$ cat config.mk
export PLATFORM = sky130hd
export DESIGN_NAME = id_ex_stage_flat
export DESIGN_NICKNAME = d
export VERILOG_FILES = /design/src/rtl/id_ex_stage_if.sv /design/src/rtl/id_ex_stage.sv /design/src/flat_wrapper.sv
export SDC_FILE = /design/constraint.sdc
export NUM_CORES = 1
export LEC_CHECK = 0
export ABC_AREA = 1
export BUFFER_PORTS_ARGS = -buffer_cell sky130_fd_sc_hd__buf_2
export CAP_MARGIN = 20
export CORE_AREA = 2 2 148 150
export CTS_BUF_LIST = sky130_fd_sc_hd__clkbuf_16
export DETAILED_ROUTE_END_ITERATION = 6
export DIE_AREA = 0 0 150 152
export PLACE_DENSITY = 0.78
export SYNTH_ARGS = -nofsm -noshare
export SYNTH_HDL_FRONTEND = slang
export SYNTH_SLANG_ARGS = --single-unit
export TNS_END_PERCENT = 5
$ cat constraint.sdc
create_clock -name clk -period 1.9 [get_ports clk]
set_clock_uncertainty 0.15 [all_clocks]
set_input_delay 0.38 -clock clk [delete_from_list [all_inputs] [get_ports clk]]
set_output_delay 0.38 -clock clk [all_outputs]
set_load 0.005 [all_outputs]
$ cat src/rtl/id_ex_stage_if.sv
// ID/EX stage bus: decode-side inputs, forwarding sources and ALU-side outputs.
interface id_ex_stage_if #(
    parameter int unsigned DATA_W = 32,
    parameter int unsigned CTRL_W = 4,
    parameter int unsigned REG_W  = 5
);
    logic              valid_in;
    logic              ready_out;
    logic              stall_in;
    logic              flush;
    logic [REG_W-1:0]  rs1_addr_in;
    logic [REG_W-1:0]  rs2_addr_in;
    logic              use_rs1;
    logic              use_rs2;
    logic [DATA_W-1:0] rs1_data_in;
    logic [DATA_W-1:0] rs2_data_in;
    logic [DATA_W-1:0] imm_in;
    logic [DATA_W-1:0] pc_in;
    logic              b_sel_in;
    logic              a_sel_pc_in;
    logic [CTRL_W-1:0] alu_ctrl_in;
    logic [REG_W-1:0]  rd_addr_in;
    logic              reg_write_in;
    logic              mem_read_in;
    logic              mem_write_in;
    logic [REG_W-1:0]  exmem_rd;
    logic              exmem_we;
    logic [DATA_W-1:0] exmem_result;
    logic [REG_W-1:0]  memwb_rd;
    logic              memwb_we;
    logic [DATA_W-1:0] memwb_result;
    logic [DATA_W-1:0] alu_a;
    logic [DATA_W-1:0] alu_b;
    logic [CTRL_W-1:0] alu_ctrl;
    logic [DATA_W-1:0] store_data;
    logic [REG_W-1:0]  rd_addr_out;
    logic              reg_write_out;
    logic              mem_read_out;
    logic              mem_write_out;
    logic              valid_out;
    logic              hazard_stall;

    modport master (
        output valid_in, stall_in, flush, rs1_addr_in, rs2_addr_in, use_rs1, use_rs2,
               rs1_data_in, rs2_data_in, imm_in, pc_in, b_sel_in, a_sel_pc_in,
               alu_ctrl_in, rd_addr_in, reg_write_in, mem_read_in, mem_write_in,
               exmem_rd, exmem_we, exmem_result, memwb_rd, memwb_we, memwb_result,
        input  ready_out, alu_a, alu_b, alu_ctrl, store_data, rd_addr_out,
               reg_write_out, mem_read_out, mem_write_out, valid_out, hazard_stall
    );

    modport slave (
        input  valid_in, stall_in, flush, rs1_addr_in, rs2_addr_in, use_rs1, use_rs2,
               rs1_data_in, rs2_data_in, imm_in, pc_in, b_sel_in, a_sel_pc_in,
               alu_ctrl_in, rd_addr_in, reg_write_in, mem_read_in, mem_write_in,
               exmem_rd, exmem_we, exmem_result, memwb_rd, memwb_we, memwb_result,
        output ready_out, alu_a, alu_b, alu_ctrl, store_data, rd_addr_out,
               reg_write_out, mem_read_out, mem_write_out, valid_out, hazard_stall
    );
endinterface

$ cat src/rtl/id_ex_stage.sv
// ID/EX pipeline register feeding the ALU: operand capture, EX/MEM and MEM/WB
// forwarding, load-use bubble insertion, shift-amount masking, stall and flush.
module id_ex_stage #(
    parameter int unsigned DATA_W = 32,
    parameter int unsigned CTRL_W = 4,
    parameter int unsigned REG_W  = 5
) (
    input  logic          clk,
    input  logic          rst,
    id_ex_stage_if.slave  bus
);
    localparam logic [CTRL_W-1:0] ALU_ADD = CTRL_W'(4'b0010);
    localparam logic [CTRL_W-1:0] ALU_SLL = CTRL_W'(4'b0110);
    localparam logic [CTRL_W-1:0] ALU_SRL = CTRL_W'(4'b0111);
    localparam logic [CTRL_W-1:0] ALU_SRA = CTRL_W'(4'b1000);

    typedef struct packed {
        logic              valid;
        logic              reg_write;
        logic              mem_read;
        logic              mem_write;
        logic [REG_W-1:0]  rd;
        logic [CTRL_W-1:0] alu_ctrl;
        logic              a_sel_pc;
        logic              b_sel;
        logic [REG_W-1:0]  rs1_addr;
        logic [REG_W-1:0]  rs2_addr;
        logic [DATA_W-1:0] rs1_data;
        logic [DATA_W-1:0] rs2_data;
        logic [DATA_W-1:0] imm;
        logic [DATA_W-1:0] pc;
    } stage_t;

    stage_t            stage_q, stage_d;
    logic              hazard_stall;
    logic [DATA_W-1:0] fwd_rs1, fwd_rs2, b_raw;

    // EX/MEM beats MEM/WB; x0 is never a forwarding target.
    function automatic logic [DATA_W-1:0] forward(input logic [REG_W-1:0] rs,
                                                  input logic [DATA_W-1:0] rf_val);
        if (bus.exmem_we && bus.exmem_rd != '0 && bus.exmem_rd == rs)
            return bus.exmem_result;
        else if (bus.memwb_we && bus.memwb_rd != '0 && bus.memwb_rd == rs)
            return bus.memwb_result;
        else
            return rf_val;
    endfunction

    // Load-use detection: held load's rd is read by the incoming instruction.
    always_comb begin
        hazard_stall = 1'b0;
        if (bus.valid_in && stage_q.valid && stage_q.mem_read && stage_q.rd != '0)
            hazard_stall = (bus.use_rs1 && bus.rs1_addr_in == stage_q.rd) ||
                           (bus.use_rs2 && bus.rs2_addr_in == stage_q.rd);
    end

    // Next-state selection: flush > hold > load-use bubble > capture > bubble.
    always_comb begin
        stage_d = stage_q;
        if (bus.flush || (!bus.stall_in && (hazard_stall || !bus.valid_in))) begin
            stage_d.valid     = 1'b0;
            stage_d.reg_write = 1'b0;
            stage_d.mem_read  = 1'b0;
            stage_d.mem_write = 1'b0;
            stage_d.alu_ctrl  = ALU_ADD;
        end else if (!bus.stall_in) begin
            stage_d.valid     = 1'b1;
            stage_d.reg_write = bus.reg_write_in;
            stage_d.mem_read  = bus.mem_read_in;
            stage_d.mem_write = bus.mem_write_in;
            stage_d.rd        = bus.rd_addr_in;
            stage_d.alu_ctrl  = bus.alu_ctrl_in;
            stage_d.a_sel_pc  = bus.a_sel_pc_in;
            stage_d.b_sel     = bus.b_sel_in;
            stage_d.rs1_addr  = bus.rs1_addr_in;
            stage_d.rs2_addr  = bus.rs2_addr_in;
            stage_d.rs1_data  = bus.rs1_data_in;
            stage_d.rs2_data  = bus.rs2_data_in;
            stage_d.imm       = bus.imm_in;
            stage_d.pc        = bus.pc_in;
        end
    end

    // Stage register with synchronous reset to an ADD bubble.
    always_ff @(posedge clk) begin
        if (rst) begin
            stage_q          <= '0;
            stage_q.alu_ctrl <= ALU_ADD;
        end else begin
            stage_q <= stage_d;
        end
    end

    // Operand muxing with forwarding and shift-amount masking.
    always_comb begin
        fwd_rs1 = forward(stage_q.rs1_addr, stage_q.rs1_data);
        fwd_rs2 = forward(stage_q.rs2_addr, stage_q.rs2_data);
        b_raw   = stage_q.b_sel ? stage_q.imm : fwd_rs2;
        bus.alu_a = stage_q.a_sel_pc ? stage_q.pc : fwd_rs1;
        bus.alu_b = b_raw;
        if (stage_q.alu_ctrl inside {ALU_SLL, ALU_SRL, ALU_SRA})
            bus.alu_b = {{(DATA_W-5){1'b0}}, b_raw[4:0]};
    end

    assign bus.store_data    = fwd_rs2;
    assign bus.alu_ctrl      = stage_q.alu_ctrl;
    assign bus.rd_addr_out   = stage_q.rd;
    assign bus.reg_write_out = stage_q.reg_write;
    assign bus.mem_read_out  = stage_q.mem_read;
    assign bus.mem_write_out = stage_q.mem_write;
    assign bus.valid_out     = stage_q.valid;
    assign bus.hazard_stall  = hazard_stall;
    assign bus.ready_out     = !bus.stall_in && !hazard_stall;
endmodule

$ cat src/flat_wrapper.sv
// flat-port wrapper written by rule: the top's interface ports become plain ports
module id_ex_stage_flat 
#(
    parameter int unsigned DATA_W = 32,
    parameter int unsigned CTRL_W = 4,
    parameter int unsigned REG_W  = 5
)
  (clk, rst, bus_valid_in, bus_stall_in, bus_flush, bus_rs1_addr_in, bus_rs2_addr_in, bus_use_rs1, bus_use_rs2, bus_rs1_data_in, bus_rs2_data_in, bus_imm_in, bus_pc_in, bus_b_sel_in, bus_a_sel_pc_in, bus_alu_ctrl_in, bus_rd_addr_in, bus_reg_write_in, bus_mem_read_in, bus_mem_write_in, bus_exmem_rd, bus_exmem_we, bus_exmem_result, bus_memwb_rd, bus_memwb_we, bus_memwb_result, bus_ready_out, bus_alu_a, bus_alu_b, bus_alu_ctrl, bus_store_data, bus_rd_addr_out, bus_reg_write_out, bus_mem_read_out, bus_mem_write_out, bus_valid_out, bus_hazard_stall);
  id_ex_stage_if #(.DATA_W(DATA_W), .CTRL_W(CTRL_W), .REG_W(REG_W)) bus_i ();
  input  logic clk;
  input  logic rst;
  input wire logic [$bits(bus_i.valid_in)-1:0] bus_valid_in;
  input wire logic [$bits(bus_i.stall_in)-1:0] bus_stall_in;
  input wire logic [$bits(bus_i.flush)-1:0] bus_flush;
  input wire logic [$bits(bus_i.rs1_addr_in)-1:0] bus_rs1_addr_in;
  input wire logic [$bits(bus_i.rs2_addr_in)-1:0] bus_rs2_addr_in;
  input wire logic [$bits(bus_i.use_rs1)-1:0] bus_use_rs1;
  input wire logic [$bits(bus_i.use_rs2)-1:0] bus_use_rs2;
  input wire logic [$bits(bus_i.rs1_data_in)-1:0] bus_rs1_data_in;
  input wire logic [$bits(bus_i.rs2_data_in)-1:0] bus_rs2_data_in;
  input wire logic [$bits(bus_i.imm_in)-1:0] bus_imm_in;
  input wire logic [$bits(bus_i.pc_in)-1:0] bus_pc_in;
  input wire logic [$bits(bus_i.b_sel_in)-1:0] bus_b_sel_in;
  input wire logic [$bits(bus_i.a_sel_pc_in)-1:0] bus_a_sel_pc_in;
  input wire logic [$bits(bus_i.alu_ctrl_in)-1:0] bus_alu_ctrl_in;
  input wire logic [$bits(bus_i.rd_addr_in)-1:0] bus_rd_addr_in;
  input wire logic [$bits(bus_i.reg_write_in)-1:0] bus_reg_write_in;
  input wire logic [$bits(bus_i.mem_read_in)-1:0] bus_mem_read_in;
  input wire logic [$bits(bus_i.mem_write_in)-1:0] bus_mem_write_in;
  input wire logic [$bits(bus_i.exmem_rd)-1:0] bus_exmem_rd;
  input wire logic [$bits(bus_i.exmem_we)-1:0] bus_exmem_we;
  input wire logic [$bits(bus_i.exmem_result)-1:0] bus_exmem_result;
  input wire logic [$bits(bus_i.memwb_rd)-1:0] bus_memwb_rd;
  input wire logic [$bits(bus_i.memwb_we)-1:0] bus_memwb_we;
  input wire logic [$bits(bus_i.memwb_result)-1:0] bus_memwb_result;
  output wire logic [$bits(bus_i.ready_out)-1:0] bus_ready_out;
  output wire logic [$bits(bus_i.alu_a)-1:0] bus_alu_a;
  output wire logic [$bits(bus_i.alu_b)-1:0] bus_alu_b;
  output wire logic [$bits(bus_i.alu_ctrl)-1:0] bus_alu_ctrl;
  output wire logic [$bits(bus_i.store_data)-1:0] bus_store_data;
  output wire logic [$bits(bus_i.rd_addr_out)-1:0] bus_rd_addr_out;
  output wire logic [$bits(bus_i.reg_write_out)-1:0] bus_reg_write_out;
  output wire logic [$bits(bus_i.mem_read_out)-1:0] bus_mem_read_out;
  output wire logic [$bits(bus_i.mem_write_out)-1:0] bus_mem_write_out;
  output wire logic [$bits(bus_i.valid_out)-1:0] bus_valid_out;
  output wire logic [$bits(bus_i.hazard_stall)-1:0] bus_hazard_stall;
  assign bus_i.valid_in = bus_valid_in;
  assign bus_i.stall_in = bus_stall_in;
  assign bus_i.flush = bus_flush;
  assign bus_i.rs1_addr_in = bus_rs1_addr_in;
  assign bus_i.rs2_addr_in = bus_rs2_addr_in;
  assign bus_i.use_rs1 = bus_use_rs1;
  assign bus_i.use_rs2 = bus_use_rs2;
  assign bus_i.rs1_data_in = bus_rs1_data_in;
  assign bus_i.rs2_data_in = bus_rs2_data_in;
  assign bus_i.imm_in = bus_imm_in;
  assign bus_i.pc_in = bus_pc_in;
  assign bus_i.b_sel_in = bus_b_sel_in;
  assign bus_i.a_sel_pc_in = bus_a_sel_pc_in;
  assign bus_i.alu_ctrl_in = bus_alu_ctrl_in;
  assign bus_i.rd_addr_in = bus_rd_addr_in;
  assign bus_i.reg_write_in = bus_reg_write_in;
  assign bus_i.mem_read_in = bus_mem_read_in;
  assign bus_i.mem_write_in = bus_mem_write_in;
  assign bus_i.exmem_rd = bus_exmem_rd;
  assign bus_i.exmem_we = bus_exmem_we;
  assign bus_i.exmem_result = bus_exmem_result;
  assign bus_i.memwb_rd = bus_memwb_rd;
  assign bus_i.memwb_we = bus_memwb_we;
  assign bus_i.memwb_result = bus_memwb_result;
  assign bus_ready_out = bus_i.ready_out;
  assign bus_alu_a = bus_i.alu_a;
  assign bus_alu_b = bus_i.alu_b;
  assign bus_alu_ctrl = bus_i.alu_ctrl;
  assign bus_store_data = bus_i.store_data;
  assign bus_rd_addr_out = bus_i.rd_addr_out;
  assign bus_reg_write_out = bus_i.reg_write_out;
  assign bus_mem_read_out = bus_i.mem_read_out;
  assign bus_mem_write_out = bus_i.mem_write_out;
  assign bus_valid_out = bus_i.valid_out;
  assign bus_hazard_stall = bus_i.hazard_stall;
  id_ex_stage #(.DATA_W(DATA_W), .CTRL_W(CTRL_W), .REG_W(REG_W)) u_core (.clk(clk), .rst(rst), .bus(bus_i));
endmodule
==> metrics, run 1 <==
overall power consumption 8.67 mW; clock transition at the register clock pins on the worst setup and hold paths after CTS 0.07 ns; number of maximum-capacitance violations 0; number of core rows 54; number of buffers inserted by hold repair at cts 0; clock share of power 37.6%; Cell Area, Synth 9380 sq um; summed area of non-filler cells in the final layout 13000 sq um; unrepaired setup endpoints after global routing true; DIE HEIGHT 152 um; power spent charging and discharging nets 2.76 mW; Slew headroom 72.6%; fraction of layout instances using a drive strength above 1 28.5%; post-synthesis sequential element count 153; final setup violation count 122; total CTS buffers 17; arrival time at the worst endpoint 2.20 ns; aggregate global-route resource usage 32.2%; Final Hold Violating Endpoints 0; Slew @ Worst Pin 0.409 ns; total count of max-transition violations in the final report 0; Filler cells 2080; post-layout min period 2.73 ns; share of the core filled with cells in the final layout 60.9%; average routed wire per standard cell 16.6 um; via count of the first global-routing pass 10507; adder and majority gate portion of the synthesized area 0%; proportion of power drawn by flip-flops and latches 40.0%; number of clock sinks seen by CTS 153; part of the total power dissipated in combinational logic 22.4%; combinational family with the most area after synthesis simple AND/OR/NAND/NOR gates; type of the worst setup path reg2out; failing checks setup timing; power density over cell area 666 nW/um^2; leakage 7.84 nW; die area 22800 sq um; critical path required time 1.37 ns; Setup crit end kind output port; clock latency on the worst-skew pair 0.43 ns; synthesized area per cell 5.68 sq um; area used by sequential logic in the layout 3100 sq um; sequential fraction of the synthesis area 32.7%; Area growth syn-to-layout 38.7%; DRC violation total after the first TritonRoute iteration 954; startpoint kind of the worst setup timing path register; first-pass GRT wire length 56.5 mm; worst path setup slack after routing -0.833 ns; synthesized instance count 1651; number of warnings reported in the yosys synthesis log 0; share of the synthesized area in compound gates (AO/OA/AOI/OAI) 4.40%; first-pass iteration count of the detailed router 5; number of antenna violations at the first check in global routing 9; half-perimeter wire length after detailed placement 29.0 mm; Int Pwr 5.90 mW; status finished, violations left; fraction of the mapped netlist area in simple logic gates 46.0%; Final Non-Filler Cells 2312; via count normalized by instance count 4.92; placed insts 2264; fraction of power spent switching nets 31.9%; total detailed-routing wirelength 38.4 mm; Die Wd 150 um; top fanout value on the critical path 8; class of the worst hold path in2reg; port buffer count 345; post-synthesis cell type count 24; DRC Markers 0; xor/xnor share of the synthesized area 1.68%; buffer cell driving the clock tree root sky130_fd_sc_hd__clkbuf_16; vias after detailed routing 11386; starting density of the core 43.9%; final period utilization 144%; maximum number of pins on one net before global-route repair 47; CTS tree done; largest vdd supply drop 0.565 mV; residual overflow from global routing 0; Fmax achieved 366 MHz; area of the multi-input gates 5280 sq um; Layout Nets 2248; Clock Path Buffers 2; Synth Net Count 1886; worst hold slack 0.0145 ns; routability congestion estimate 0.982; Placed Instance Area 11900 sq um; remaining antenna violation count 0; pre-CTS worst setup slack -0.722 ns; Floorplan Core Area 21400 sq um; number of ports placed on the die boundary 346; aggregate negative setup slack -71.23 ns; maximum level of the CTS H-tree 4; fraction of synthesized area in multiplexers 0.427%
[cell families (layout without fill, tap and decap cells)]
group / count (synthesis) / in the layout
AND/OR/NAND/NOR: 1072 / 1072
buffers and inverters: 328 / 703
other: 0 / 6
AO/OA/AOI/OAI: 76 / 76
multiplexers: 4 / 4
XOR/XNOR: 18 / 18
flip-flops: 153 / 153
[placed cells by master (no fill, tap or decap), types with 13 or more instances in the layout]
cell                        count
sky130_fd_sc_hd__nand2_1      571
sky130_fd_sc_hd__buf_2        338
sky130_fd_sc_hd__nor2_1       304
sky130_fd_sc_hd__inv_1        214
sky130_fd_sc_hd__dfxtp_1      139
sky130_fd_sc_hd__nand3_1       98
sky130_fd_sc_hd__buf_4         72
sky130_fd_sc_hd__nand3_2       36
sky130_fd_sc_hd__o21ai_0       32
sky130_fd_sc_hd__a21oi_1       29
sky130_fd_sc_hd__nand3b_1      26
sky130_fd_sc_hd__buf_12        21
sky130_fd_sc_hd__clkbuf_16     20
sky130_fd_sc_hd__nand2_2       19
sky130_fd_sc_hd__buf_6         13
[flip-flops by register name (all words and copies together), names as in the netlist]
signal / count
u_core.bus.alu_ctrl: 4
u_core.bus.mem_read_out: 1
u_core.bus.mem_write_out: 1
u_core.bus.rd_addr_out: 5
u_core.bus.reg_write_out: 1
u_core.bus.valid_out: 1
u_core.stage_q: 140
[power by group through the flow]
| stage | registers [mW] | clock network, mW | logic, mW |
|---|---|---|---|
| 2_1_floorplan | 3.50 | 0 | 0.929 |
| 3_3_place_gp | 3.52 | 0 | 1.79 |
| 3_5_place_dp | 3.53 | 0 | 1.81 |
| 4_1_cts | 3.46 | 3.28 | 1.84 |
| 5_1_grt | 3.48 | 3.41 | 2.15 |
| 6_report | 3.46 | 3.26 | 1.94 |
[per-layer routing]
layer | GRT usage [%] | wire, um
met5 | 0 | 21
met4 | 13.3 | 1490
met3 | 7.75 | 3520
met2 | 54.4 | 17900
met1 | 39.0 | 15500
[synthesized netlist by cell type (all sizes together)]
library cell  count  area share, %
nand2           591             24
nor2            313             13
inv             223            8.9
dfxtp           153             33
nand3           134            7.2
buf              58            4.0
clkbuf           47            1.9
o21ai            36            1.9
a21oi            29            1.5
nand3b           26            2.1
xnor2            12            1.1
xor2              6           0.56
nand4             5           0.33
o211ai            5           0.40
o21a              5           0.40
mux2i             4           0.43
nor3              3           0.21
o31ai             1           0.13
[cell type report]
cell class / count / share of cell area (%)
well taps: 280 / 2.69
clock inverters: 15 / 0.894
inverters: 223 / 6.45
repair buffers: 448 / 22.2
clock buffers: 17 / 3.27
flip-flops and latches: 153 / 23.8
diodes: 6 / 0.115
multi-input cells: 1170 / 40.6
[critical path: stages (launching register included)]
cell and delay, ns:
sky130_fd_sc_hd__dfxtp_4 0.38, sky130_fd_sc_hd__xnor2_4 0.16, sky130_fd_sc_hd__nand3_2 0.10, sky130_fd_sc_hd__nor2_4 0.20, sky130_fd_sc_hd__buf_6 0.16, sky130_fd_sc_hd__clkbuf_16 0.16, sky130_fd_sc_hd__nand3_1 0.09, sky130_fd_sc_hd__nand3_2 0.09
sky130_fd_sc_hd__o211ai_1 0.18, sky130_fd_sc_hd__nand2_1 0.13, sky130_fd_sc_hd__buf_2 0.11
[final timing paths]
path         slack (ns)             endpoint                      start  depth (start not counted)
max               -0.83         bus_alu_b[1]        u_core.stage_q[130]                         10
max reg2reg       -0.04  u_core.stage_q[105]  u_core.bus.rd_addr_out[3]                         13
min                0.01   u_core.stage_q[26]              bus_pc_in[26]                          3
min reg2reg        0.37    u_core.stage_q[8]          u_core.stage_q[8]                          4
[timing repair]
action                                  4_1_cts  5_1_grt
cloned                                        0        4
endpoints found under the setup margin      231      241
buffers inserted                              1        5
gates resized for setup                      52       67
pin swaps                                    12       29
(Power assumes the default switching activity.)
==> inputs of run 2 (changes only) <==
Settings changed: CORE_AREA 2 2 148 150 to 2 2 176 126, DIE_AREA 0 0 150 152 to 0 0 178 128.
==> metrics, run 2 (synthesized netlist as in run 1, its figures left out) <==
worst path setup slack after routing -0.803 ns; maximum number of pins on one net before global-route repair 51; leakage 8.03 nW; setup slack of the worst register-to-register path -0.03 ns; Worst Setup EP bus_alu_b[13]; unrepaired setup endpoints after global routing true; Most flops, register u_core.stage_q; average routed wire per standard cell 16.7 um; arrival time at the worst endpoint 2.17 ns; Filler cells 2080; number of buffers inserted by hold repair at cts 0; aggregate negative setup slack -64.52 ns; final period utilization 142%; port buffer count 345; pre-CTS worst setup slack -0.657 ns; Slew headroom 60.0%; Slew @ Worst Pin 0.600 ns; first-pass iteration count of the detailed router 7; Final Hold Violating Endpoints 0; post-layout min period 2.70 ns; remaining antenna violation count 0; clock transition at the register clock pins on the worst setup and hold paths after CTS 0.07 ns; DRC Markers 0; DIE HEIGHT 128 um; standard cell with the maximum stage delay on the critical path sky130_fd_sc_hd__dfxtp_4; number of ports placed on the die boundary 346; buffer cell driving the clock tree root sky130_fd_sc_hd__clkbuf_16; delay of the slowest cell on the worst path 0.37 ns; class of the worst hold path in2reg; starting density of the core 44.2%; CTS tree done; DRC violation total after the first TritonRoute iteration 1158; chain of cells forming the critical path xnor2_2 -> nand3_2 -> nor2_4 -> buf_12 -> buf_16 -> nand3b_1 -> nand3_2 -> nand3_2 -> nand2_1 -> inv_1 -> buf_2; total detailed-routing wirelength 38.7 mm; Floorplan Core Area 21200 sq um; flip-flop count of the largest register, all copies and words added 140; FF-to-FF End u_core.stage_q[109]; final setup violation count 99; share of the core filled with cells in the final layout 62.9%; R2R cell count 13; total CTS buffers 17; Worst Setup SP u_core.stage_q[128]; largest vdd supply drop 0.625 mV; via count of the first global-routing pass 10195; commonest cells after routing, fill and taps aside 562 x sky130_fd_sc_hd__nand2_1, 342 x sky130_fd_sc_hd__buf_2, 309 x sky130_fd_sc_hd__nor2_1; most common cell after layout, fill and taps aside sky130_fd_sc_hd__nand2_1; Reg2Reg Launch Point u_core.bus.rd_addr_out[4]; vias after detailed routing 11434; half-perimeter wire length after detailed placement 28.5 mm; Layout Nets 2256; critical path required time 1.37 ns; type of the worst setup path reg2out; number of clock sinks seen by CTS 153; Crit. path cell count 11; total count of max-transition violations in the final report 0; startpoint kind of the worst setup timing path register; Setup crit end kind output port; fraction of layout instances using a drive strength above 1 29.7%; routability congestion estimate 0.934; failing checks setup timing; Fmax achieved 370 MHz; Clock Path Buffers 2; aggregate global-route resource usage 32.7%; maximum level of the CTS H-tree 4; residual overflow from global routing 0; clock latency on the worst-skew pair 0.43 ns; via count normalized by instance count 4.93; cell with the most instances on the worst path sky130_fd_sc_hd__nand3_2; number of antenna violations at the first check in global routing 5; top fanout value on the critical path 11; area used by sequential logic in the layout 3100 sq um; die area 22800 sq um; first-pass GRT wire length 56.0 mm; Area growth syn-to-layout 42.4%; number of core rows 45; cell family with the largest share of critical-path delay simple AND/OR/NAND/NOR gates; power density over cell area 672 nW/um^2; Die Wd 178 um; status finished, violations left; number of maximum-capacitance violations 0; CP bufs+invs 4; area of the multi-input gates 5390 sq um
## run 2: cell count changes in the layout (fill, tap and decap cells not counted), sizes merged
| cell | before | now |
|---|---|---|
| buf | 444 | 452 |
| diode | 6 | 4 |
| bufinv | 0 | 3 |
| clkinv | 2 | 8 |
| inv | 231 | 224 |
| clkinvlp | 5 | 3 |
## run 2: layout make-up
class | count | area share [%]
diodes | 4 | 0.0750
clock inverters | 15 | 1.20
well taps | 282 | 2.64
flip-flops and latches | 153 | 23.2
inverters | 223 | 6.32
clock buffers | 17 | 3.19
multi-input cells | 1170 | 40.4
repair buffers | 456 | 23.0
## run 2: worst register-to-register path, stage by stage (launching register included)
cell and delay, ns:
sky130_fd_sc_hd__dfxtp_4 0.39, sky130_fd_sc_hd__inv_4 0.05, sky130_fd_sc_hd__nand2_1 0.05, sky130_fd_sc_hd__nand2_1 0.06, sky130_fd_sc_hd__nor2_1 0.09, sky130_fd_sc_hd__nand3_1 0.07
sky130_fd_sc_hd__nand2_1 0.08, sky130_fd_sc_hd__nand2_2 0.06, sky130_fd_sc_hd__nand4_1 0.11, sky130_fd_sc_hd__buf_12 0.22, sky130_fd_sc_hd__buf_12 0.24, sky130_fd_sc_hd__nand2_1 0.12
sky130_fd_sc_hd__nand2_1 0.08, sky130_fd_sc_hd__nor2_1 0.05
## run 2: repair_timing
item                       4_1_cts  5_1_grt
cloned                           4        4
setup buffers                    5        0
gates resized for setup        111       49
setup endpoints to repair      217      233
pin swaps                       24       32
## run 2: through the flow
stage / power, mW / cell area (sq um) / hold WS, ns / std cells
2_1_floorplan: 4.43 / 9400 / 0.339 / 1651
3_3_place_gp: 5.32 / 11900 / 0.337 / 2271
3_5_place_dp: 5.34 / 11900 / 0.350 / 2271
4_1_cts: 8.91 / 13100 / 0.00427 / 2312
5_1_grt: 9.35 / 13300 / 0.00242 / 2318
6_report: 8.97 / 13400 / 0.0137 / 2320
## run 2: how the worst min path moves through the flow
stage | from | to | slack (ns) | cells past startpoint
final | bus_rs1_data_in[11] | u_core.stage_q[107] | 0.01 | 3
after global routing | bus_pc_in[12] | u_core.stage_q[12] | 0.002 | 3
after CTS | bus_pc_in[31] | u_core.stage_q[31] | 0.004 | 3
after detailed placement | u_core.stage_q[32] | u_core.stage_q[32] | 0.35 | 4
after global placement | u_core.bus.reg_write_out | u_core.bus.reg_write_out | 0.34 | 2
after floorplan | u_core.stage_q[100] | u_core.stage_q[100] | 0.34 | 4
## run 2: metal layers
metal	wire length, um	GRT usage (%)
met5	27	0
met4	732	9.06
met3	4480	9.88
met2	16600	48.7
met1	16900	45.6
## run 2: power breakdown
group | total (mW) | internal (mW) | switching (mW)
clock | 3.50 | 2.04 | 1.46
combinational | 2.01 | 0.858 | 1.15
sequential | 3.46 | 3.37 | 0.0882
total | 8.97 | 6.27 | 2.70
==> inputs of run 3 (changes only) <==
Settings changed: CORE_AREA 2 2 176 126 to 2 2 174 125, DIE_AREA 0 0 178 128 to 0 0 176 127, PLACE_DENSITY 0.78 to 0.79.
==> metrics, run 3 (synthesized netlist as in run 1, its figures left out) <==
status finished, violations left; failing checks setup timing; number of core rows 44; worst path setup slack after routing -0.828 ns; maximum level of the CTS H-tree 4; total count of max-transition violations in the final report 0; Slew headroom 62.0%; Placed Instance Area 11900 sq um; Setup crit end kind output port; aggregate global-route resource usage 32.8%; total CTS buffers 17; first-pass iteration count of the detailed router 5; Fmax achieved 367 MHz; Layout Nets 2263; port buffer count 345; via count normalized by instance count 4.98; power density over cell area 685 nW/um^2; clock transition at the register clock pins on the worst setup and hold paths after CTS 0.06 ns; die area 22400 sq um; share of the core filled with cells in the final layout 66.7%; number of antenna violations at the first check in global routing 10; aggregate negative setup slack -69.20 ns; Final Hold Violating Endpoints 0; proportion of power drawn by flip-flops and latches 36.9%; largest vdd supply drop 0.612 mV; Area growth syn-to-layout 46.0%; final setup violation count 127; number of clock sinks seen by CTS 153; leakage 8.16 nW; CTS tree done; worst hold slack 0.00897 ns; top fanout value on the critical path 7; startpoint kind of the worst setup timing path register; overall power consumption 9.38 mW; arrival time at the worst endpoint 2.20 ns; pre-CTS worst setup slack -0.633 ns; number of maximum-capacitance violations 0; DIE HEIGHT 127 um; buffer cell driving the clock tree root sky130_fd_sc_hd__clkbuf_16; half-perimeter wire length after detailed placement 28.2 mm; remaining antenna violation count 0; Slew @ Worst Pin 0.571 ns; post-layout min period 2.73 ns; DRC violation total after the first TritonRoute iteration 1067; class of the worst hold path in2reg; critical path required time 1.37 ns; commonest cells after routing, fill and taps aside 538 x sky130_fd_sc_hd__nand2_1, 337 x sky130_fd_sc_hd__buf_2, 310 x sky130_fd_sc_hd__nor2_1; first-pass GRT wire length 56.7 mm; DRC Markers 0; type of the worst setup path reg2out; residual overflow from global routing 0; vias after detailed routing 11558; number of ports placed on the die boundary 346; Die Wd 176 um; total detailed-routing wirelength 38.3 mm; placed insts 2263; unrepaired setup endpoints after global routing true; clock share of power 40.9%; Final Non-Filler Cells 2322; fraction of power spent switching nets 29.6%; summed area of non-filler cells in the final layout 13700 sq um; via count of the first global-routing pass 10744; routability congestion estimate 0.978; average routed wire per standard cell 16.5 um; Most flops, register u_core.stage_q; most common cell after layout, fill and taps aside sky130_fd_sc_hd__nand2_1; maximum number of pins on one net before global-route repair 56; starting density of the core 45.7%; Floorplan Core Area 20500 sq um; fraction of layout instances using a drive strength above 1 31.4%; final period utilization 144%; part of the total power dissipated in combinational logic 22.1%; power spent charging and discharging nets 2.77 mW; Int Pwr 6.60 mW; flip-flop count of the largest register, all copies and words added 140; Clock Path Buffers 2; clock latency on the worst-skew pair 0.44 ns
run 3: final timing paths:
kind	from	to	slack [ns]	cells past startpoint
hold / removal	bus_rd_addr_in[0]	u_core.bus.rd_addr_out[0]	0.009	3
setup / recovery	u_core.stage_q[128]	bus_alu_b[25]	-0.83	12
hold reg to reg	u_core.stage_q[26]	u_core.stage_q[26]	0.36	4
setup reg to reg	u_core.bus.rd_addr_out[4]	u_core.stage_q[91]	-0.05	12
run 3: area by class of cell:
| class | count | area [sq um] |
|---|---|---|
| clock buffer | 17 | 425 |
| multi-input combinational | 1170 | 5610 |
| tap | 276 | 345 |
| sequential | 153 | 3090 |
| antenna | 5 | 12.5 |
| fill | 1918 | 6840 |
| inverter | 223 | 845 |
| timing repair buffer | 463 | 3140 |
| clock inverter | 15 | 223 |
run 3: metal layers:
metal  global-route usage, %  routed length, um  up-vias
li1                        -                  -     5696
met1                    44.5              16800     5154
met2                    51.5              16900      630
met3                    8.75               3770       70
met4                    9.04                757        8
met5                       0                 47        -
run 3: repair_timing:
action                                  in CTS  in global routing
hold buffers                                 6                  0
cloned                                       1                  5
endpoints found under the setup margin     194                238
setup buffers                                5                  5
hold endpoints to repair                     6                  0
pin swaps                                   18                 38
gates resized for setup                     85                146
run 3: critical path, stage by stage, from the launching register on:
cell and delay [ns]:
sky130_fd_sc_hd__dfxtp_4 0.38, sky130_fd_sc_hd__xnor2_2 0.11, sky130_fd_sc_hd__nand2_1 0.10, sky130_fd_sc_hd__nor3_2 0.23
sky130_fd_sc_hd__nand2_4 0.16, sky130_fd_sc_hd__inv_6 0.11, sky130_fd_sc_hd__buf_12 0.14, sky130_fd_sc_hd__buf_8 0.11
sky130_fd_sc_hd__nand2_1 0.07, sky130_fd_sc_hd__nand3_1 0.10, sky130_fd_sc_hd__nand2_1 0.08, sky130_fd_sc_hd__inv_1 0.06
sky130_fd_sc_hd__buf_2 0.10
run 3: power by group through the flow:
stage               Sequential [mW]  Clock [mW]  Combinational, mW
detailed placement             3.53           0               1.81
finish                         3.46        3.84               2.08
global placement               3.52           0               1.79
CTS                            3.46        3.85               1.90
global route                   3.48        4.00               2.28
floorplan                      3.50           0              0.929
